File: config.mk
export PLATFORM = sky130hd
export DESIGN_NAME = tia_playfield_scheduler_flat
export DESIGN_NICKNAME = d
export VERILOG_FILES = /design/src/rtl/tia_playfield_scheduler_if.sv /design/src/rtl/tia_playfield_scheduler.sv /design/src/flat_wrapper.sv
export SDC_FILE = /design/constraint.sdc
export NUM_CORES = 1
export LEC_CHECK = 0
export CAP_MARGIN = 0
export CORE_ASPECT_RATIO = 2
export CORE_MARGIN = 2
export CORE_UTILIZATION = 50
export CTS_BUF_LIST = sky130_fd_sc_hd__clkbuf_16
export DETAILED_ROUTE_END_ITERATION = 8
export GPL_ROUTABILITY_DRIVEN = 1
export HOLD_SLACK_MARGIN = 0.05
export MAX_ROUTING_LAYER = met4
export PLACE_DENSITY = 0.75
export REMOVE_ABC_BUFFERS = 1
export SLEW_MARGIN = 40
export SYNTH_ARGS = -nofsm -noshare
export SYNTH_HDL_FRONTEND = slang
export SYNTH_SLANG_ARGS = --single-unit
File: constraint.sdc
create_clock -name clk -period 4.1 [get_ports clk]
set_input_delay 0.82 -clock clk [delete_from_list [all_inputs] [get_ports clk]]
set_output_delay 0.82 -clock clk [all_outputs]
set_load 0.05 [all_outputs]
File: src/rtl/tia_playfield_scheduler_if.sv
// tia_playfield_scheduler_if: CPU-side register write and RSYNC strobes into the playfield scheduler
interface tia_pf_if;
  logic       rsync;
  logic       wr_en;
  logic [1:0] wr_addr;
  logic [7:0] wr_data;
  modport master(output rsync, wr_en, wr_addr, wr_data);
  modport slave(input rsync, wr_en, wr_addr, wr_data);
endinterface

File: src/rtl/tia_playfield_scheduler.sv
// tia_playfield_scheduler: TIA horizontal counter and per-pixel playfield bit sequencer.
// Optional TIA_PF_SCORE_EN registers pf_half for score-mode color selection.
module tia_playfield_scheduler #(
  parameter int HBLANK_END = 68,
  parameter int LINE_LEN   = 228
) (
  input  logic       clk,
  input  logic       reset_n,
  tia_pf_if.slave    bus,
  output logic [7:0] hcount,
  output logic       hblank,
  output logic       pf_out,
  output logic       pf_half
);
  localparam logic [7:0] HB = 8'(HBLANK_END);
  localparam logic [7:0] HR = 8'(HBLANK_END + 80);
  localparam logic [7:0] HL = 8'(LINE_LEN - 1);
  typedef enum logic [1:0] {HBLANK, LEFT, RIGHT} phase_t;
  phase_t      phase;
  logic [7:0]  h, off, pf1, pf2, pf1_r;
  logic [3:0]  pf0;
  logic [5:0]  p;
  logic [4:0]  b;
  logic [19:0] pf_bits;
  logic        ref_bit, score, boundary, sel;
  // pf_bits is the 20-bit half-line in display order: PF0 D4..D7, PF1 D7..D0, PF2 D0..D7
  always_comb begin
    phase    = h < HB ? HBLANK : h < HR ? LEFT : RIGHT;
    off      = h - HB;
    p        = off[7:2];
    boundary = off[1:0] == 2'd0;
    b        = 5'(phase == LEFT ? p : ref_bit ? 6'd39 - p : p - 6'd20);
    pf1_r    = {<<{pf1}};
    pf_bits  = {pf2, pf1_r, pf0};
    sel      = pf_bits[b];
  end
  always_ff @(posedge clk or negedge reset_n)
    if (!reset_n) begin
      h       <= '0;
      pf0     <= '0;
      pf1     <= '0;
      pf2     <= '0;
      ref_bit <= 1'b0;
      score   <= 1'b0;
      pf_out  <= 1'b0;
    end else begin
      h      <= bus.rsync || h == HL ? 8'd0 : h + 8'd1;
      pf_out <= phase == HBLANK ? 1'b0 : boundary ? sel : pf_out;
      if (bus.wr_en && bus.wr_addr == 2'd0) pf0 <= bus.wr_data[7:4];
      if (bus.wr_en && bus.wr_addr == 2'd1) pf1 <= bus.wr_data;
      if (bus.wr_en && bus.wr_addr == 2'd2) pf2 <= bus.wr_data;
      if (bus.wr_en && bus.wr_addr == 2'd3) {score, ref_bit} <= bus.wr_data[1:0];
    end
`ifdef TIA_PF_SCORE_EN
  always_ff @(posedge clk or negedge reset_n)
    if (!reset_n) pf_half <= 1'b0;
    else pf_half <= phase == HBLANK ? 1'b0 : boundary ? phase == RIGHT && score : pf_half;
`else
  logic unused_score;
  assign unused_score = score;
  assign pf_half = 1'b0;
`endif
  assign hcount = h;
  assign hblank = phase == HBLANK;
endmodule

File: src/flat_wrapper.sv
// flat-port wrapper written by rule: the top's interface ports become plain ports
module tia_playfield_scheduler_flat 
#(
  parameter int HBLANK_END = 68,
  parameter int LINE_LEN   = 228
)
  (clk, reset_n, hcount, hblank, pf_out, pf_half, bus_rsync, bus_wr_en, bus_wr_addr, bus_wr_data);
  tia_pf_if bus_i ();
  input  logic clk;
  input  logic reset_n;
  output logic [7:0] hcount;
  output logic hblank;
  output logic pf_out;
  output logic pf_half;
  input wire logic [$bits(bus_i.rsync)-1:0] bus_rsync;
  input wire logic [$bits(bus_i.wr_en)-1:0] bus_wr_en;
  input wire logic [$bits(bus_i.wr_addr)-1:0] bus_wr_addr;
  input wire logic [$bits(bus_i.wr_data)-1:0] bus_wr_data;
  assign bus_i.rsync = bus_rsync;
  assign bus_i.wr_en = bus_wr_en;
  assign bus_i.wr_addr = bus_wr_addr;
  assign bus_i.wr_data = bus_wr_data;
  tia_playfield_scheduler #(.HBLANK_END(HBLANK_END), .LINE_LEN(LINE_LEN)) u_core (.clk(clk), .reset_n(reset_n), .bus(bus_i), .hcount(hcount), .hblank(hblank), .pf_out(pf_out), .pf_half(pf_half));
endmodule
# ---- Word-level counts from Yosys, hierarchy flattened
# Cells that the tools add are included.
dict set report word_totals {
  regBits 30
  inputBits 14
  output_inout_bits 11
  wordCells 36
}
dict set report classes {
  addsub 4
  n_lt_le_gt_ge 3
  eq_ne 5
  n_mux 9
  reduce_logical 9
}
# cell count
set op_table {}
lappend op_table {{5-bit two-way mux} 2}
lappend op_table {{8-bit by 1-bit adder with 8-bit output, second input constant} 1}
lappend op_table {{8-bit == test, second input constant} 1}
lappend op_table {{8-bit by 7-bit less-than comparator with 1-bit output, second input constant} 1}
lappend op_table {{8-bit less-than comparator, second input constant} 1}
lappend op_table {{8-bit two-way mux} 1}
lappend op_table {{7-bit subtractor, second input constant} 1}
lappend op_table {{2-bit zero test} 3}
lappend op_table {{5-bit by 6-bit less-than comparator with 1-bit output, second input constant} 1}
lappend op_table {{1-bit binary-select mux with 5-bit select} 1}
lappend op_table {{3-bit by 5-bit subtractor with 5-bit output, first input constant} 1}
lappend op_table {{5-bit subtractor, second input constant} 1}
lappend op_table {{2-bit by 1-bit == test with 1-bit output, second input constant} 2}
lappend op_table {{2-bit == test, second input constant} 2}
lappend op_table {{1-bit logical AND} 4}
lappend op_table {{2-bit two-way mux} 2}
lappend op_table {{1-bit two-way mux} 3}
lappend op_table {{2-bit nonzero test} 1}
lappend op_table {{1-bit logical OR} 1}

# ---- Longest topological paths before layout
dict set report logic_depth {
  ltp_word 9
  ltp_mapped 12
  mapped_depth_nobuf 10
}

# ---- Least setup slack after synthesis
# OpenSTA, ideal clock, no wires.
dict set report synth_path {
  kind {register to register}
  from {reg u_core.h[2] (netlist: u_core.hcount[2])}
  to {reg u_core.pf_out}
  setup_time_ns 0.172
  arrival_time_ns 3.147
  required_time_ns 3.928
  setup_slack_ns 0.781
  path_stages_with_launch 13
  path_buffers 2
  period_less_slack_ns 3.319
  cell_sequence {dfrtp_1 clkbuf_1 clkinv_1 ha_1 and2b_1 nor4b_4 or3_1 buf_2 mux4_1 or4b_1 o21a_1 o211ai_1 a311oi_1}
}
dict set report synth_between {
  elab_chain_len 9
  elab_cells_between_ends 16
  classes_between {add/sub: 3; order compare: 2; eq/ne: 1; mux: 8; reduce/logical: 2}
}
# item line
set synth_rtl {}
lappend synth_rtl {{from (decl)} tia_playfield_scheduler.sv:20} ;# logic [7:0] h, off, pf1, pf2, pf1_r;
lappend synth_rtl {{from (signal assigned)} tia_playfield_scheduler.sv:47} ;# h <= bus.rsync || h == HL ? 8'd0 : h + 8'd1;
lappend synth_rtl {{parallel branches: the longest is 9 deep, another holds 7-bit subtractor} --}
lappend synth_rtl {{to (signal assigned)} tia_playfield_scheduler.sv:48} ;# pf_out <= phase == HBLANK ? 1'b0 : boundary ? sel : pf_out;
lappend synth_rtl {{to (decl)} tia_playfield_scheduler.sv:12} ;# output logic pf_out,
# Parallel ways; which one is timed is not known. The select of a mux whose other input is x is not followed.
# A chain may end at the register's enable or synchronous reset.

# ---- Worst setup path in the final report
dict set report layout_path {
  from {reg u_core.h[2] (netlist: u_core.hcount[2])}
  to {out hblank}
}
dict set report layout_between {
  elab_chain_len 4
  elab_cells_between_ends 5
  classes_between {order compare: 2; mux: 2; reduce/logical: 1}
}
# item line
set layout_rtl {}
lappend layout_rtl {{8-bit less-than comparator} tia_playfield_scheduler.sv:28} ;# phase = h < HB ? HBLANK : h < HR ? LEFT : RIGHT;
lappend layout_rtl {{2-bit two-way mux} tia_playfield_scheduler.sv:28}
lappend layout_rtl {{2-bit two-way mux (*)} tia_playfield_scheduler.sv:28}
lappend layout_rtl {{2-bit zero test (*)} tia_playfield_scheduler.sv:64} ;# assign hblank = phase == HBLANK;
lappend layout_rtl {{to (decl)} flat_wrapper.sv:12} ;# output logic hblank;
# Every way passes the cells marked *; elsewhere a longest branch is shown, timed or not.

==> metrics.md <==
| Metric | Value |
|---|---|
| Peak supply drop | `0.3997 mV` |
| Synth-to-layout area growth | `21.56%` |
| Seq cells post-synth | `30` |
| Mapped Area | `around 1800 um^2` |
| Die X | `about 47 um` |
| Fillers | `301` |
| Min cycle time layout | `roughly 3.4 ns` |
| Critical path fanouts, max | `9` |
| # nets final | `194` |
| Hold-fix buffers at CTS | `0` |
| Max Slew Vio Count | `0` |
| Synth cell types | `42` |
| Tightest Hold Check Type | `reg2reg` |
| Layout cells sized above 1 | `about 20%` |
| Vias in the first global route | `about 1400` |
| Top cell type's share of synthesized area | `around two fifths` |
| Reg-to-Reg Start | `u_core.hcount[2]` |
| Crit share post-route | `between 80% and 90%` |
| Post-DR vias/cell | `approximately 5.9` |
| Hold Path Stages | `1` |
| Antenna diodes | `0` |
| Gr ovfl total | `0` |
| Site Rows | `31` |
| Detail Route Antenna Nets | `0` |
| Max-Cap Viols | `0` |
| Total CTS buffers | `5` |
| Commonest cells after routing, fill and taps aside | `dfrtp_1, clkdlybuf4s50_1, mux2_2` |
| Crit Path Category | `reg2out` |
| Worst EP required | `3.28 ns` |
| Port bufs | `23` |
| Mapped Avg Cell Area | `~12 um^2` |
| Commonest non-fill, non-tap cell in the layout | `dfrtp_1` |
| Worst EP arrival | `around 2.5 ns` |
| Cell taking the most area after synthesis | `dfrtp_1` |
| Reg2Reg Capture Point | `u_core.pf_out` |
| Final wirelength | `roughly 4000 um` |
| Setup violation total in the final timing report | `0` |
| Lkg Pwr | `between 0.9 and 1 nW` |
| Number of flops mapped to enable cells by yosys | `0` |
| Avg WL per Cell | `approximately 18 um` |
| Area contributors post-synth | `dfrtp_1, mux2_2, mux4_1` |
| Critical Path Start Type | `register` |
| Mapped Cells | `149` |
| HP Start | `u_core.hcount[0]` |
| CTS tree | `yes` |
| Placer congestion estimate | `0.9287` |
| Global-route wire length before repair | `approximately 6500 um` |
| Clk_lat worst skew | `around 0.28 ns` |
| Boundary Pins | `25` |
| Sequential fraction of the synthesis area | `between 40% and 50%` |
| CTS H-tree lvls | `2` |
| Via count | `1332` |
| Final Hold Vio Count | `0` |
| Die area | `between 4000 and 5000 um^2` |
| Core ar. | `3568 um^2` |
| Slack of the critical path | `0.7394 ns` |
| Gates resized, CTS repair | `0` |
| Initial Utilization | `51.23%` |
| Root buf cell | `clkbuf_16` |
| Post-synth ARST share | `100.0%` |
| Initial DRT Pass Iterations | `4` |
| Post-CTS Setup Repair Bufs | `0` |
| Antenna violations before repair | `0` |
| Fmax | `297.6 MHz` |
| Pwr/cell area | `between 400 and 500 nW/um^2` |
| Setup tns final | `0 ns` |
| CTS Sinks | `30` |
| CTS max path bufs | `2` |
| Worst Hold Endpoint | `u_core.hcount[0]` |
| Drc violations | `0` |
| Initial DRC Count | `53` |
| Place WS | `about 0.98 ns` |
| DIE HEIGHT | `just under 90 um` |
| RSZ-0062 raised after global routing | `false` |
| Worst-Margin Slew | `~0.59 ns` |
| Flop2flop setup slack | `between 0.9 and 1 ns` |
| Reg clk slew, reported paths | `approximately 0.05 ns` |
| Largest net degree at the start of global routing | `31` |
| Slew headroom | `60.68%` |
| Status | `complete, no violations` |
| Worst R2R Path Depth | `10` |
| Ys flop type | `dfrtp_1` |
| Total track usage | `around a quarter` |
| Clock Skews | `between 0.004 and 0.005 ns` |
| Estimated wirelength of the detail-placed design | `3064 um` |
| Setup crit end kind | `output pin` |
| Yosys warns | `0` |
where the power goes:
part,switching [mW],internal [mW],total [mW]
Combinational,0.0890,0.113,0.202
Clock,0.120,0.218,0.339
Sequential,0.0368,0.339,0.376
Total,0.246,0.670,0.916
metal layers:
layer / track usage [%] / vias up / wire length, um
met5: - / - / 0
met4: 16.16 / 0 / 224
met3: 4.848 / 20 / 159
met2: 41.79 / 52 / 2378
met1: 19.76 / 666 / 1189
li1: - / 594 / -
area by class of cell:
type                            instances  area, um^2  area share (%)
Multi-Input combinational cell        106        1008           45.38
Sequential cell                        30       750.7           33.78
Timing Repair Buffer                   24       237.7           10.70
Clock buffer                            5       125.1           5.631
Tap cell                               49       61.31           2.759
Inverter                                7       26.28           1.182
Clock inverter                          3       12.51          0.5631
cell usage after synthesis, drive strengths merged, types with 2 or more instances:
cell	count
dfrtp	30
mux2	22
nor2	12
mux4	8
ha	6
inv	6
mux2i	6
nand2	6
xnor2	6
buf	4
nor3	4
xor2	4
nand3	3
nor3b	3
or3	3
a21oi	2
and2b	2
clkbuf	2
nand3b	2
o21a	2
o21ai	2
sequential cells by signal (all words and copies together) (netlist names):
name	flops
u_core.hcount	8
u_core.pf1	8
u_core.pf2	8
u_core.pf0	4
u_core.pf_out	1
u_core.ref_bit	1
stage by stage:
stage / hold WS (ns) / total power, mW / instances / instance area (um^2) / utilization, %
3_3_place_gp: 0.4728 / 0.5673 / 216 / 2085 / 58.42
3_5_place_dp: 0.4883 / 0.5791 / 216 / 2085 / 58.42
6_report: 0.4927 / 0.9160 / 224 / 2222 / 62.27
5_1_grt: 0.5156 / 0.9561 / 224 / 2222 / 62.27
4_1_cts: 0.4950 / 0.9243 / 224 / 2222 / 62.27
2_1_floorplan: 0.4883 / 0.5113 / 143 / 1785 / -
worst max path at each step:
stage / cells past startpoint / start / slack (ns) / endpoint
after floorplan: 10 / u_core.hcount[2] / 0.81 / u_core.pf_out
after global placement: 6 / u_core.hcount[2] / 1.09 / hblank
after detailed placement: 10 / u_core.hcount[2] / 0.98 / u_core.pf_out
after CTS: 6 / u_core.hcount[2] / 0.72 / hblank
after global routing: 6 / u_core.hcount[2] / 0.60 / hblank
final: 6 / u_core.hcount[2] / 0.74 / hblank
critical path, cell delays in order (launching register included):
cell	delay, ns
dfrtp_1	0.47
clkinv_1	0.20
ha_1	0.20
nor3b_4	0.25
and2b_1	0.21
nor2_1	0.12
clkdlybuf4s50_1	0.82
kinds of logic after synthesis:
logic type      Yosys count  share of synthesized area [%]
flops                    30                          41.07
compound gates           12                          4.450
simple gates             41                          14.10
fa+ha+maj                 6                          4.107
mux                      36                          27.52
other cells               1                         0.2051
buf+inv                  13                          3.764
xor+xnor                 10                          4.791
No activity file was read; power rests on OpenSTA's default activity.
